File: config.mk
export PLATFORM = sky130hd
export DESIGN_NAME = act_seq_ctrl
export DESIGN_NICKNAME = d
export VERILOG_FILES = /design/src/rtl/act_seq_pkg.sv /design/src/rtl/act_seq_fifo.sv /design/src/rtl/act_seq_ctrl.sv
export SDC_FILE = /design/constraint.sdc
export NUM_CORES = 1
export LEC_CHECK = 0
export BUFFER_PORTS_ARGS = -buffer_cell sky130_fd_sc_hd__buf_2
export CAP_MARGIN = 25
export CORE_MARGIN = 2
export CORE_UTILIZATION = 52
export DETAILED_ROUTE_END_ITERATION = 16
export GPL_TIMING_DRIVEN = 0
export PLACE_DENSITY = 0.88
export SYNTH_ARGS = -nofsm -noshare
export SYNTH_HDL_FRONTEND = slang
export SYNTH_SLANG_ARGS = --single-unit
export TNS_END_PERCENT = 30
File: constraint.sdc
create_clock -name clk -period 4 [get_ports clk]
set_input_delay 0.8 -clock clk [delete_from_list [all_inputs] [get_ports clk]]
set_output_delay 0.8 -clock clk [all_outputs]
set_load 0.005 [all_outputs]
File: src/rtl/act_seq_pkg.sv
// Shared types and default widths for the activation sequencer.
package act_seq_pkg;

  localparam int unsigned DEF_DATA_WIDTH = 16;
  localparam int unsigned DEF_ADDR_WIDTH = 8;
  localparam int unsigned DEF_LEN_WIDTH  = 9;
  localparam int unsigned DEF_ACT_LAT    = 3;

  typedef enum logic [1:0] {
    ST_IDLE  = 2'd0,
    ST_RUN   = 2'd1,
    ST_DRAIN = 2'd2,
    ST_DONE  = 2'd3
  } seq_state_e;

  // Two spare entries beyond the pipeline depth let reads stream back-to-back.
  function automatic int unsigned fifo_depth(input int unsigned act_lat);
    return act_lat + 2;
  endfunction

endpackage

File: src/rtl/act_seq_fifo.sv
// Synchronous FIFO with flush; head is read from the registered storage array.
module act_seq_fifo #(
  parameter  int unsigned DEPTH = 5,
  parameter  int unsigned WIDTH = 16,
  localparam int unsigned CNT_W = $clog2(DEPTH + 1),
  localparam int unsigned PTR_W = (DEPTH > 1) ? $clog2(DEPTH) : 1
) (
  input  logic             clk,
  input  logic             rst_n,
  input  logic             flush,
  input  logic             push,
  input  logic [WIDTH-1:0] push_data,
  input  logic             pop,
  output logic [WIDTH-1:0] pop_data,
  output logic             full,
  output logic             empty,
  output logic [CNT_W-1:0] count
);

  logic [WIDTH-1:0] mem_q [DEPTH];
  logic [PTR_W-1:0] wr_ptr_q, wr_ptr_d;
  logic [PTR_W-1:0] rd_ptr_q, rd_ptr_d;
  logic [CNT_W-1:0] count_q, count_d;
  logic             do_push, do_pop;

  function automatic logic [PTR_W-1:0] ptr_inc(input logic [PTR_W-1:0] p);
    return (p == PTR_W'(DEPTH - 1)) ? '0 : p + PTR_W'(1);
  endfunction

  assign empty    = (count_q == '0);
  assign full     = (count_q == CNT_W'(DEPTH));
  assign count    = count_q;
  assign pop_data = mem_q[rd_ptr_q];

  always_comb begin
    do_pop   = pop && !empty;
    do_push  = push && (!full || do_pop);
    wr_ptr_d = wr_ptr_q;
    rd_ptr_d = rd_ptr_q;
    count_d  = count_q;
    if (flush) begin
      wr_ptr_d = '0;
      rd_ptr_d = '0;
      count_d  = '0;
    end else begin
      if (do_push) wr_ptr_d = ptr_inc(wr_ptr_q);
      if (do_pop)  rd_ptr_d = ptr_inc(rd_ptr_q);
      count_d = count_q + CNT_W'(do_push) - CNT_W'(do_pop);
    end
  end

  always_ff @(posedge clk or negedge rst_n) begin
    if (!rst_n) begin
      wr_ptr_q <= '0;
      rd_ptr_q <= '0;
      count_q  <= '0;
    end else begin
      wr_ptr_q <= wr_ptr_d;
      rd_ptr_q <= rd_ptr_d;
      count_q  <= count_d;
    end
  end

  always_ff @(posedge clk) begin
    if (do_push && !flush) mem_q[wr_ptr_q] <= push_data;
  end

endmodule

File: src/rtl/act_seq_ctrl.sv
// Streams a source buffer through a fixed-latency activation unit into a destination buffer.
// Optional abort support is enabled by defining ACT_SEQ_ABORT_EN.
module act_seq_ctrl
  import act_seq_pkg::*;
#(
  parameter int unsigned DATA_WIDTH = DEF_DATA_WIDTH,
  parameter int unsigned ADDR_WIDTH = DEF_ADDR_WIDTH,
  parameter int unsigned LEN_WIDTH  = DEF_LEN_WIDTH,
  parameter int unsigned ACT_LAT    = DEF_ACT_LAT
) (
  input  logic                  clk,
  input  logic                  rst_n,
  input  logic                  start,
  input  logic [ADDR_WIDTH-1:0] cfg_src_base,
  input  logic [ADDR_WIDTH-1:0] cfg_dst_base,
  input  logic [LEN_WIDTH-1:0]  cfg_len,
  input  logic                  abort,
  output logic                  busy,
  output logic                  done,
  output logic                  rd_en,
  output logic [ADDR_WIDTH-1:0] rd_addr,
  input  logic [DATA_WIDTH-1:0] rd_data,
  output logic [DATA_WIDTH-1:0] act_x,
  output logic                  act_x_valid,
  input  logic [DATA_WIDTH-1:0] act_y,
  output logic                  wr_en,
  input  logic                  wr_ready,
  output logic [ADDR_WIDTH-1:0] wr_addr,
  output logic [DATA_WIDTH-1:0] wr_data
);

  localparam int unsigned DEPTH = fifo_depth(ACT_LAT);
  localparam int unsigned CNT_W = $clog2(DEPTH + 1);
  localparam int unsigned CW    = $clog2(2 * DEPTH + 2);

  seq_state_e            state_q, state_d;
  logic [ADDR_WIDTH-1:0] src_base_q, src_base_d;
  logic [ADDR_WIDTH-1:0] dst_base_q, dst_base_d;
  logic [LEN_WIDTH-1:0]  len_q, len_d;
  logic [LEN_WIDTH-1:0]  issue_cnt_q, issue_cnt_d;
  logic [LEN_WIDTH-1:0]  wr_cnt_q, wr_cnt_d;
  logic [ACT_LAT:0]      vld_q, vld_d;

  logic                  abort_hit;
  logic                  push, pop, flush;
  logic                  fifo_full, fifo_empty;
  logic [CNT_W-1:0]      fifo_count;
  logic [DATA_WIDTH-1:0] fifo_head;
  logic [CW-1:0]         in_flight;
  logic                  credit_ok;

`ifdef ACT_SEQ_ABORT_EN
  assign abort_hit = abort && (state_q == ST_RUN || state_q == ST_DRAIN);
`else
  logic unused_abort;
  assign unused_abort = abort;
  assign abort_hit    = 1'b0;
`endif

  assign busy        = (state_q == ST_RUN) || (state_q == ST_DRAIN);
  assign done        = (state_q == ST_DONE);
  assign act_x       = rd_data;
  assign act_x_valid = vld_q[0];
  assign push        = vld_q[ACT_LAT] && !abort_hit;
  assign rd_addr     = src_base_q + ADDR_WIDTH'(issue_cnt_q);
  assign wr_addr     = dst_base_q + ADDR_WIDTH'(wr_cnt_q);
  assign wr_data     = fifo_empty ? '0 : fifo_head;

  // Every valid-pipeline stage, including the one pushing this cycle, holds a reserved slot.
  always_comb begin
    in_flight = '0;
    for (int unsigned i = 0; i <= ACT_LAT; i++) begin
      in_flight = in_flight + CW'(vld_q[i]);
    end
  end

  always_comb begin
    state_d     = state_q;
    src_base_d  = src_base_q;
    dst_base_d  = dst_base_q;
    len_d       = len_q;
    issue_cnt_d = issue_cnt_q;
    wr_cnt_d    = wr_cnt_q;
    flush       = 1'b0;
    rd_en       = 1'b0;

    wr_en = !fifo_empty && !abort_hit;
    pop   = wr_en && wr_ready;
    if (pop) wr_cnt_d = wr_cnt_q + LEN_WIDTH'(1);

    // A pop this cycle frees a slot in time for the read issued now.
    credit_ok = (CW'(fifo_count) + in_flight) < (CW'(DEPTH) + CW'(pop));

    unique case (state_q)
      ST_IDLE: begin
        if (start) begin
          src_base_d  = cfg_src_base;
          dst_base_d  = cfg_dst_base;
          len_d       = cfg_len;
          issue_cnt_d = '0;
          wr_cnt_d    = '0;
          state_d     = (cfg_len == '0) ? ST_DONE : ST_RUN;
        end
      end
      ST_RUN: begin
        rd_en = (issue_cnt_q < len_q) && credit_ok && !abort_hit;
        if (rd_en) issue_cnt_d = issue_cnt_q + LEN_WIDTH'(1);
        if (issue_cnt_d == len_q) state_d = ST_DRAIN;
      end
      ST_DRAIN: begin
        if (wr_cnt_d == len_q) state_d = ST_DONE;
      end
      ST_DONE: begin
        state_d = ST_IDLE;
      end
      default: state_d = ST_IDLE;
    endcase

    vld_d = {vld_q[ACT_LAT-1:0], rd_en};

    if (abort_hit) begin
      state_d = ST_IDLE;
      vld_d   = '0;
      flush   = 1'b1;
    end
  end

  always_ff @(posedge clk or negedge rst_n) begin
    if (!rst_n) begin
      state_q     <= ST_IDLE;
      src_base_q  <= '0;
      dst_base_q  <= '0;
      len_q       <= '0;
      issue_cnt_q <= '0;
      wr_cnt_q    <= '0;
      vld_q       <= '0;
    end else begin
      state_q     <= state_d;
      src_base_q  <= src_base_d;
      dst_base_q  <= dst_base_d;
      len_q       <= len_d;
      issue_cnt_q <= issue_cnt_d;
      wr_cnt_q    <= wr_cnt_d;
      vld_q       <= vld_d;
    end
  end

  act_seq_fifo #(
    .DEPTH (DEPTH),
    .WIDTH (DATA_WIDTH)
  ) u_fifo (
    .clk       (clk),
    .rst_n     (rst_n),
    .flush     (flush),
    .push      (push),
    .push_data (act_y),
    .pop       (pop),
    .pop_data  (fifo_head),
    .full      (fifo_full),
    .empty     (fifo_empty),
    .count     (fifo_count)
  );

  // The credit rule must keep a result from ever arriving at a full FIFO.
  assert property (@(posedge clk) disable iff (!rst_n) !(push && fifo_full && !pop));

endmodule

==> results of run 1 <==
-- worst max-delay path, cell delays in order (launching register included) --
cell	delay [ns]
dfrtp_1	0.40
fa_1	0.51
fa_2	0.37
fa_1	0.45
ha_1	0.29
o22ai_1	0.06
a221o_1	0.34
and3_4	0.20
nand2_4	0.08
inv_2	0.05
buf_6	0.11
-- timing repair --
| action | CTS | global route |
|---|---|---|
| hold buffers | 0 | 0 |
| pin swaps | 7 | 4 |
| cloned | 0 | 0 |
| gates resized for setup | 7 | 1 |
| endpoints found under the setup margin | 3 | 12 |
| buffers inserted | 6 | 4 |
-- report_power, final --
part           internal [mW]  total (mW)  switching (mW)
logic                   1.36        3.00            1.64
registers               1.82        2.13           0.305
clock network           1.07        1.74           0.669
-- per-stage QoR --
step / TNS, ns / utilization [%] / hold WS, ns / instance area, um2 / instances
2_1_floorplan: 0 / - / 0.386 / 7310 / 642
3_5_place_dp: -0.145 / 58.7 / 0.407 / 8120 / 926
6_report: -0.136 / 64.1 / 0.347 / 8860 / 968
3_3_place_gp: -14.74 / 58.0 / 0.392 / 8020 / 919
4_1_cts: -0.373 / 63.9 / 0.354 / 8830 / 964
5_1_grt: -1.15 / 64.1 / 0.377 / 8860 / 968
-- worst max-delay path by stage --
| stage | start | endpoint | slack (ns) | depth (start not counted) |
|---|---|---|---|---|
| after CTS | vld_q[3] | rd_en | -0.19 | 11 |
| after floorplan | vld_q[0] | state_q[1] | 0.19 | 14 |
| after global placement | wr_ready | u_fifo.mem_q[4][4] | -0.51 | 3 |
| after global routing | vld_q[1] | state_q[1] | -0.19 | 14 |
| after detailed placement | vld_q[0] | state_q[1] | -0.09 | 13 |
| final | vld_q[1] | rd_en | -0.09 | 10 |
-- cells by family after synthesis --
family          Yosys count
compound gates          107
xor+xnor                 39
fa+ha+maj                42
buf+inv                  87
flops                   138
mux                      36
simple gates            193
-- cell usage after synthesis (10+ instances only) --
| cell type | n | share of area (%) |
|---|---|---|
| mux4_2 | 16 | 4.9 |
| nor2_1 | 39 | 2.0 |
| ha_1 | 36 | 6.2 |
| nand2_1 | 86 | 4.4 |
| nor3_1 | 16 | 1.1 |
| xnor2_1 | 27 | 3.2 |
| clkbuf_1 | 24 | 1.2 |
| xor2_1 | 12 | 1.4 |
| edfxtp_1 | 80 | 33 |
| a21oi_1 | 31 | 2.1 |
| mux2i_1 | 19 | 2.6 |
| dfrtp_1 | 58 | 20 |
| inv_1 | 39 | 2.0 |
| nand3_1 | 13 | 0.89 |
| o21ai_0 | 27 | 1.8 |
| buf_4 | 17 | 1.7 |
| nand4_1 | 10 | 0.86 |
-- layout by cell type, fill, tap and decap left out, drive strengths merged, types with 6 or more instances in the layout --
master / count
clkbuf: 42
nand4: 11
nand2: 86
nor3: 17
mux4: 16
a21oi: 31
buf: 134
xnor2: 27
a21o: 6
ha: 36
nor2: 40
inv: 50
mux2i: 19
o21ai: 32
o21bai: 6
fa: 6
dfrtp: 58
xor2: 12
edfxtp: 80
nand3: 13
-- routing by layer --
metal  global-route usage, %  vias to the layer above  wire length (um)
li1                        -                     2556                 -
met1                    29.9                     2649              7030
met2                    40.9                      261              8370
met3                    6.55                       48              1260
met4                    10.6                        0               528
met5                       0                        -                 0
-- area by class of cell --
cell class / instances / share of cell area, %
Timing Repair Buffer: 115 / 7.23
Clock inverter: 15 / 2.54
Multi-Input combinational cell: 417 / 35.0
Sequential cell: 138 / 43.5
Clock buffer: 17 / 4.80
Buffer: 44 / 2.57
Inverter: 42 / 1.78
Tap cell: 180 / 2.54
-- flip-flops by register name (all words and copies together), names as in the netlist --
| register | cells |
|---|---|
| wr_cnt_q | 9 |
| dst_base_q | 8 |
| state_q | 2 |
| issue_cnt_q | 9 |
| u_fifo.rd_ptr_q | 3 |
| src_base_q | 8 |
| u_fifo.count | 3 |
| len_q | 9 |
| u_fifo.mem_q | 80 |
| vld_q | 4 |
| u_fifo.wr_ptr_q | 3 |
==> impl_metrics.py, run 1 <==
metrics = {
    "critical_path": {
        "end_kind": "output port",
        "cp.required_ns": 3.20,
        "reg2reg_slack_ns": -0.04,
        "r2r_end": "state_q[1]",
        "crit_arrival_ns": 3.29,
        "cp-start-kind": "flop",
        "r2r-start": "vld_q[1]",
        "crit_type": "reg -> out",
        "r2r_cells": 14,
        "cp_max_fo": 4,
    },
    "drt": {
        "drtIter0Drc": 435,
        "num_vias": 5514,
        "drc_errors": 0,
        "first_pass_iters": 5,
        "ant_nets": 0,
        "wl_per_cell_um": 17.8,
        "drt-vias-per-instance": 5.70,
        "wl_mm": 17.2,
    },
    "logic_synthesis": {
        "synth-main-ff-cell": "edfxtp_1",
        "synth_edf_count": 80,
        "synth_fp_nets": 746,
        "syn_avg_cell_area_um2": 11.4,
        "synthXorXnorAreaFrac_pct": 4.67,
        "synth_top_family_by_area": "simple AND/OR/NAND/NOR gates",
        "synthMuxAreaShare_pct": 7.68,
        "ys_seq_area_share_pct": 52.7,
        "synth-simple-area-share_pct": 12.3,
        "async_flop_share_pct": 42.0,
        "synth-compound-area-share_pct": 9.44,
        "synth_fa_ha_area_share_pct": 7.80,
        "synth-seq-cells": 138,
        "ys.warnings.count": 0,
        "syn-cell-area_um2": 7310,
        "yosysUniqueCellTypes": 59,
        "syn-instance-count": 642,
    },
    "clock_tree": {
        "cts_tree": "built",
        "cts.clk_slew.worst_paths_ns": 0.06,
        "cts_root_buf": "clkbuf_16",
        "clk_latency_ns": 0.43,
        "cts_max_level": 4,
        "clock-sinks": 138,
        "clock_path_buffers": 2,
        "numCtsBuffers": 17,
    },
    "grt": {
        "grt_pass1_wl_mm": 27.5,
        "antenna_found_initial": 0,
        "first_global_vias": 5381,
        "grt_util_all_layers_pct": 24.5,
        "grt-ovfl-total": 0,
        "grt_max_degree": 38,
    },
    "timing": {
        "finalSetupViolations": 3,
        "relSlewSlack_pct": 36.2,
        "final_hold_viol_count": 0,
        "fin_crit_ns": 4.09,
        "worst_slack_ns": -0.0877,
        "clock.fmax_ghz": 0.245,
        "period_share_pct": 102,
        "tightest_slew_ns": 0.955,
        "grt_setup_unrepaired": "true",
        "fin_skew_ns": 0.00809,
        "finalMaxSlewViolations": 0,
    },
    "power": {
        "power_density_nw_per_um2": 775,
        "max-vdd-ir-drop_mv": 0.557,
        "p_leak_nw": 3.82,
        "p_total_mw": 6.87,
    },
    "die": {
        "core_um2": 13800,
        "dieArea_um2": 15000,
        "ioPinCount": 115,
        "die_h_um": 123,
        "rows": 43,
        "initial_core_util_pct": 52.9,
        "die_w_um": 123,
    },
    "layout": {
        "regArea_um2": 3850,
        "nFillCells": 1054,
        "syn_to_final_growth_pct": 21.2,
        "n_antenna_cell": 0,
        "final_nets": 879,
        "drive_above_1_share_pct": 25.4,
        "multi_input_area_um2": 3110,
    },
    "run": {
        "drv_cap": 0,
    },
    "status": {
        "failed_checks": "negative setup slack",
        "status": "finished, violations left",
    },
    "hold_path": {
        "hp-class": "in -> async",
    },
    "place": {
        "hpwl_mm": 12.2,
        "portBuffers": 97,
        "dp_slack_ns": -0.0856,
        "gp_congestion": 0.984,
    },
}
Note: power is estimated with default switching activity, not from simulation.
==> inputs of run 2 (changes only) <==
- ABC_AREA: unset -> 1
==> run 2 against run 1 <==
Sequential power increased by 3%; routed wire length decreased by 0.95%; the flow now finishes without violations; global-route usage decreased by 0.53 points; cell count increased by 13%; critical endpoint unchanged; largest power group unchanged.
==> impl_metrics.py, run 2 <==
metrics = {
    "drt": {
        "first_pass_iters": 5,
        "num_vias": 5972,
        "wl_mm": 17.0,
        "drtIter0Drc": 573,
        "drc_errors": 0,
        "wl_per_cell_um": 15.6,
        "drt-vias-per-instance": 5.46,
        "ant_nets": 0,
    },
    "power": {
        "internal_power_mw": 4.08,
        "max-vdd-ir-drop_mv": 0.566,
        "power_frac_comb_pct": 51.1,
        "p_leak_nw": 4.01,
        "p_clk_share_pct": 19.0,
        "power_density_nw_per_um2": 850,
        "power_switching_mw": 3.26,
        "p_total_mw": 7.34,
        "power_frac_seq_pct": 29.9,
        "swShare_pct": 44.4,
    },
    "timing": {
        "relSlewSlack_pct": 47.2,
        "grt_setup_unrepaired": "false",
        "worst_slack_ns": 0.183,
        "fin_crit_ns": 3.82,
        "fin_skew_ns": 0.00889,
        "period_share_pct": 95.4,
        "tightest_slew_ns": 0.788,
        "finalSetupViolations": 0,
        "finalMaxSlewViolations": 0,
        "final_hold_viol_count": 0,
        "hold_ws_ns": 0.411,
        "tns_ns": 0,
        "clock.fmax_ghz": 0.262,
    },
    "die": {
        "ioPinCount": 115,
        "die_w_um": 122,
        "core_um2": 13800,
        "dieArea_um2": 14900,
        "initial_core_util_pct": 52.7,
        "rows": 43,
        "die_h_um": 122,
    },
    "logic_synthesis": {
        "async_flop_share_pct": 42.0,
        "yosysUniqueCellTypes": 36,
        "syn-instance-count": 773,
        "synthXorXnorAreaFrac_pct": 3.97,
        "synth-compound-area-share_pct": 9.28,
        "syn-cell-area_um2": 7260,
        "synth_edf_count": 80,
        "synth-simple-area-share_pct": 18.1,
        "syn_avg_cell_area_um2": 9.39,
        "synth_area_leaders": "edfxtp_1, dfrtp_1, nand2_1",
        "synth_top_family_by_area": "simple AND/OR/NAND/NOR gates",
        "synth_fa_ha_area_share_pct": 7.86,
        "synth.top_cell.area_share_pct": 33.1,
        "ys_seq_area_share_pct": 53.1,
        "synth-seq-cells": 138,
        "synth_fp_nets": 877,
        "synthMuxAreaShare_pct": 0,
        "synth-main-ff-cell": "edfxtp_1",
        "synth_common_cells": "nand2_1, nor2_1, inv_1",
        "ys.warnings.count": 0,
        "synth.largest_area_cell": "edfxtp_1",
        "synth.most_common_cell": "nand2_1",
    },
    "grt": {
        "grt-ovfl-total": 0,
        "antenna_found_initial": 0,
        "grt_util_all_layers_pct": 23.9,
        "grt_max_degree": 33,
        "first_global_vias": 5819,
        "grt_pass1_wl_mm": 27.3,
    },
    "clock_tree": {
        "cts.clk_slew.worst_paths_ns": 0.06,
        "cts_max_level": 4,
        "cts_root_buf": "clkbuf_16",
        "clk_latency_ns": 0.42,
        "clock_path_buffers": 2,
        "clock-sinks": 138,
        "cts_tree": "built",
        "numCtsBuffers": 17,
    },
    "place": {
        "placed_cell_area_um2": 8090,
        "dp_cells": 1060,
        "hpwl_mm": 12.0,
        "portBuffers": 97,
        "dp_slack_ns": 0.323,
        "gp_congestion": 0.913,
    },
    "critical_path": {
        "r2r_cells": 20,
        "cp.required_ns": 3.20,
        "crit_path_frequent_cell": "fa_1",
        "cp-start-kind": "flop",
        "cpMaxStageDelayCell": "fa_1",
        "cp_cell_sequence": "fa_1 -> fa_2 -> fa_1 -> ha_1 -> nand2_1 -> nand2_2 -> nand2_4 -> nand3_2 -> nor2_2 -> buf_2",
        "end_kind": "output port",
        "r2r_end": "state_q[0]",
        "crit_arrival_ns": 3.02,
        "reg2reg_slack_ns": 0.45,
        "crit_type": "reg -> out",
        "cpPeakStageDelay_ns": 0.51,
        "cp_max_fo": 3,
        "r2r-start": "vld_q[1]",
    },
    "layout": {
        "largest_register_ff_count": 80,
        "regArea_um2": 3850,
        "regMostFlops": "u_fifo.mem_q",
        "final_common_cell": "nand2_1",
        "final_nets": 1006,
        "multi_input_area_um2": 2880,
        "fin_area_um2": 8640,
        "final_cells": 1094,
        "postLayoutCoreUtil_pct": 62.7,
        "nFillCells": 1096,
        "n_antenna_cell": 0,
        "drive_above_1_share_pct": 19.9,
        "syn_to_final_growth_pct": 19.1,
        "final_cell_mix": "nand2_1, buf_2, nor2_1",
    },
    "run": {
        "drv_cap": 0,
    },
    "status": {
        "status": "complete, no violations",
    },
    "hold_path": {
        "hp-class": "in -> async",
    },
}
run 2: changes by cell type in the layout (fill, tap and decap cells not counted), sizes merged, moves of 16 or more:
cell / before / now
o21ai: 32 / 79
xnor2: 27 / 7
o22ai: 5 / 24
mux2i: 19 / 0
nand3: 13 / 31
nor2: 40 / 98
mux4: 16 / 0
inv: 50 / 92
nand2: 86 / 152
run 2: worst max-delay path by stage:
stage | cells after the start | slack (ns) | endpoint | startpoint
2_1_floorplan | 10 | 0.62 | rd_en | vld_q[0]
3_3_place_gp | 3 | -0.17 | u_fifo.mem_q[0][9] | wr_ready
3_5_place_dp | 11 | 0.32 | rd_en | vld_q[0]
5_1_grt | 10 | 0.02 | rd_en | vld_q[1]
6_report | 10 | 0.18 | rd_en | vld_q[1]
4_1_cts | 11 | 0.01 | rd_en | vld_q[0]
run 2: cell families (layout without fill, tap and decap cells):
kind of cell	Yosys count	in the layout
xor gates and xnor gates	32	32
buffers and inverters	128	269
AOI/OAI and AO/OA	125	125
adders and majority gates	42	42
DFF	138	138
and+or+nand+nor	308	308
run 2: what timing repair did:
action	CTS	global route
pin swaps	0	2
buffers inserted	2	1
gates resized for setup	3	0
setup endpoints to repair	1	1
hold buffers	0	0
run 2: area by class of cell:
| type | count | area share, % |
|---|---|---|
| sequential | 138 | 44.6 |
| multi-input combinational | 507 | 33.3 |
| clock buffer | 18 | 4.97 |
| tap | 180 | 2.61 |
| inverter | 91 | 3.95 |
| buffer | 36 | 2.39 |
| timing repair buffer | 111 | 7.04 |
| clock inverter | 13 | 1.14 |
run 2: critical path: cells and delay by family (launching register included):
family	cells	cell delay (ns)
adders and majority gates	4	1.64
buffers and inverters	1	0.12
DFF	1	0.39
and+or+nand+nor	5	0.44
run 2: per-layer routing:
metal	share of wire, %	track usage [%]
met5	0	0
met4	3.2	11.5
met3	8.1	5.38
met2	50	40.5
met1	39	29.0
run 2: power by group through the flow:
stage | clock, mW | sequential [mW] | combinational [mW]
detailed placement | 0 | 2.21 | 3.63
finish | 1.40 | 2.20 | 3.75
floorplan | 0 | 2.10 | 2.57
global route | 1.47 | 2.23 | 4.24
global placement | 0 | 2.19 | 3.44
CTS | 1.41 | 2.19 | 3.76
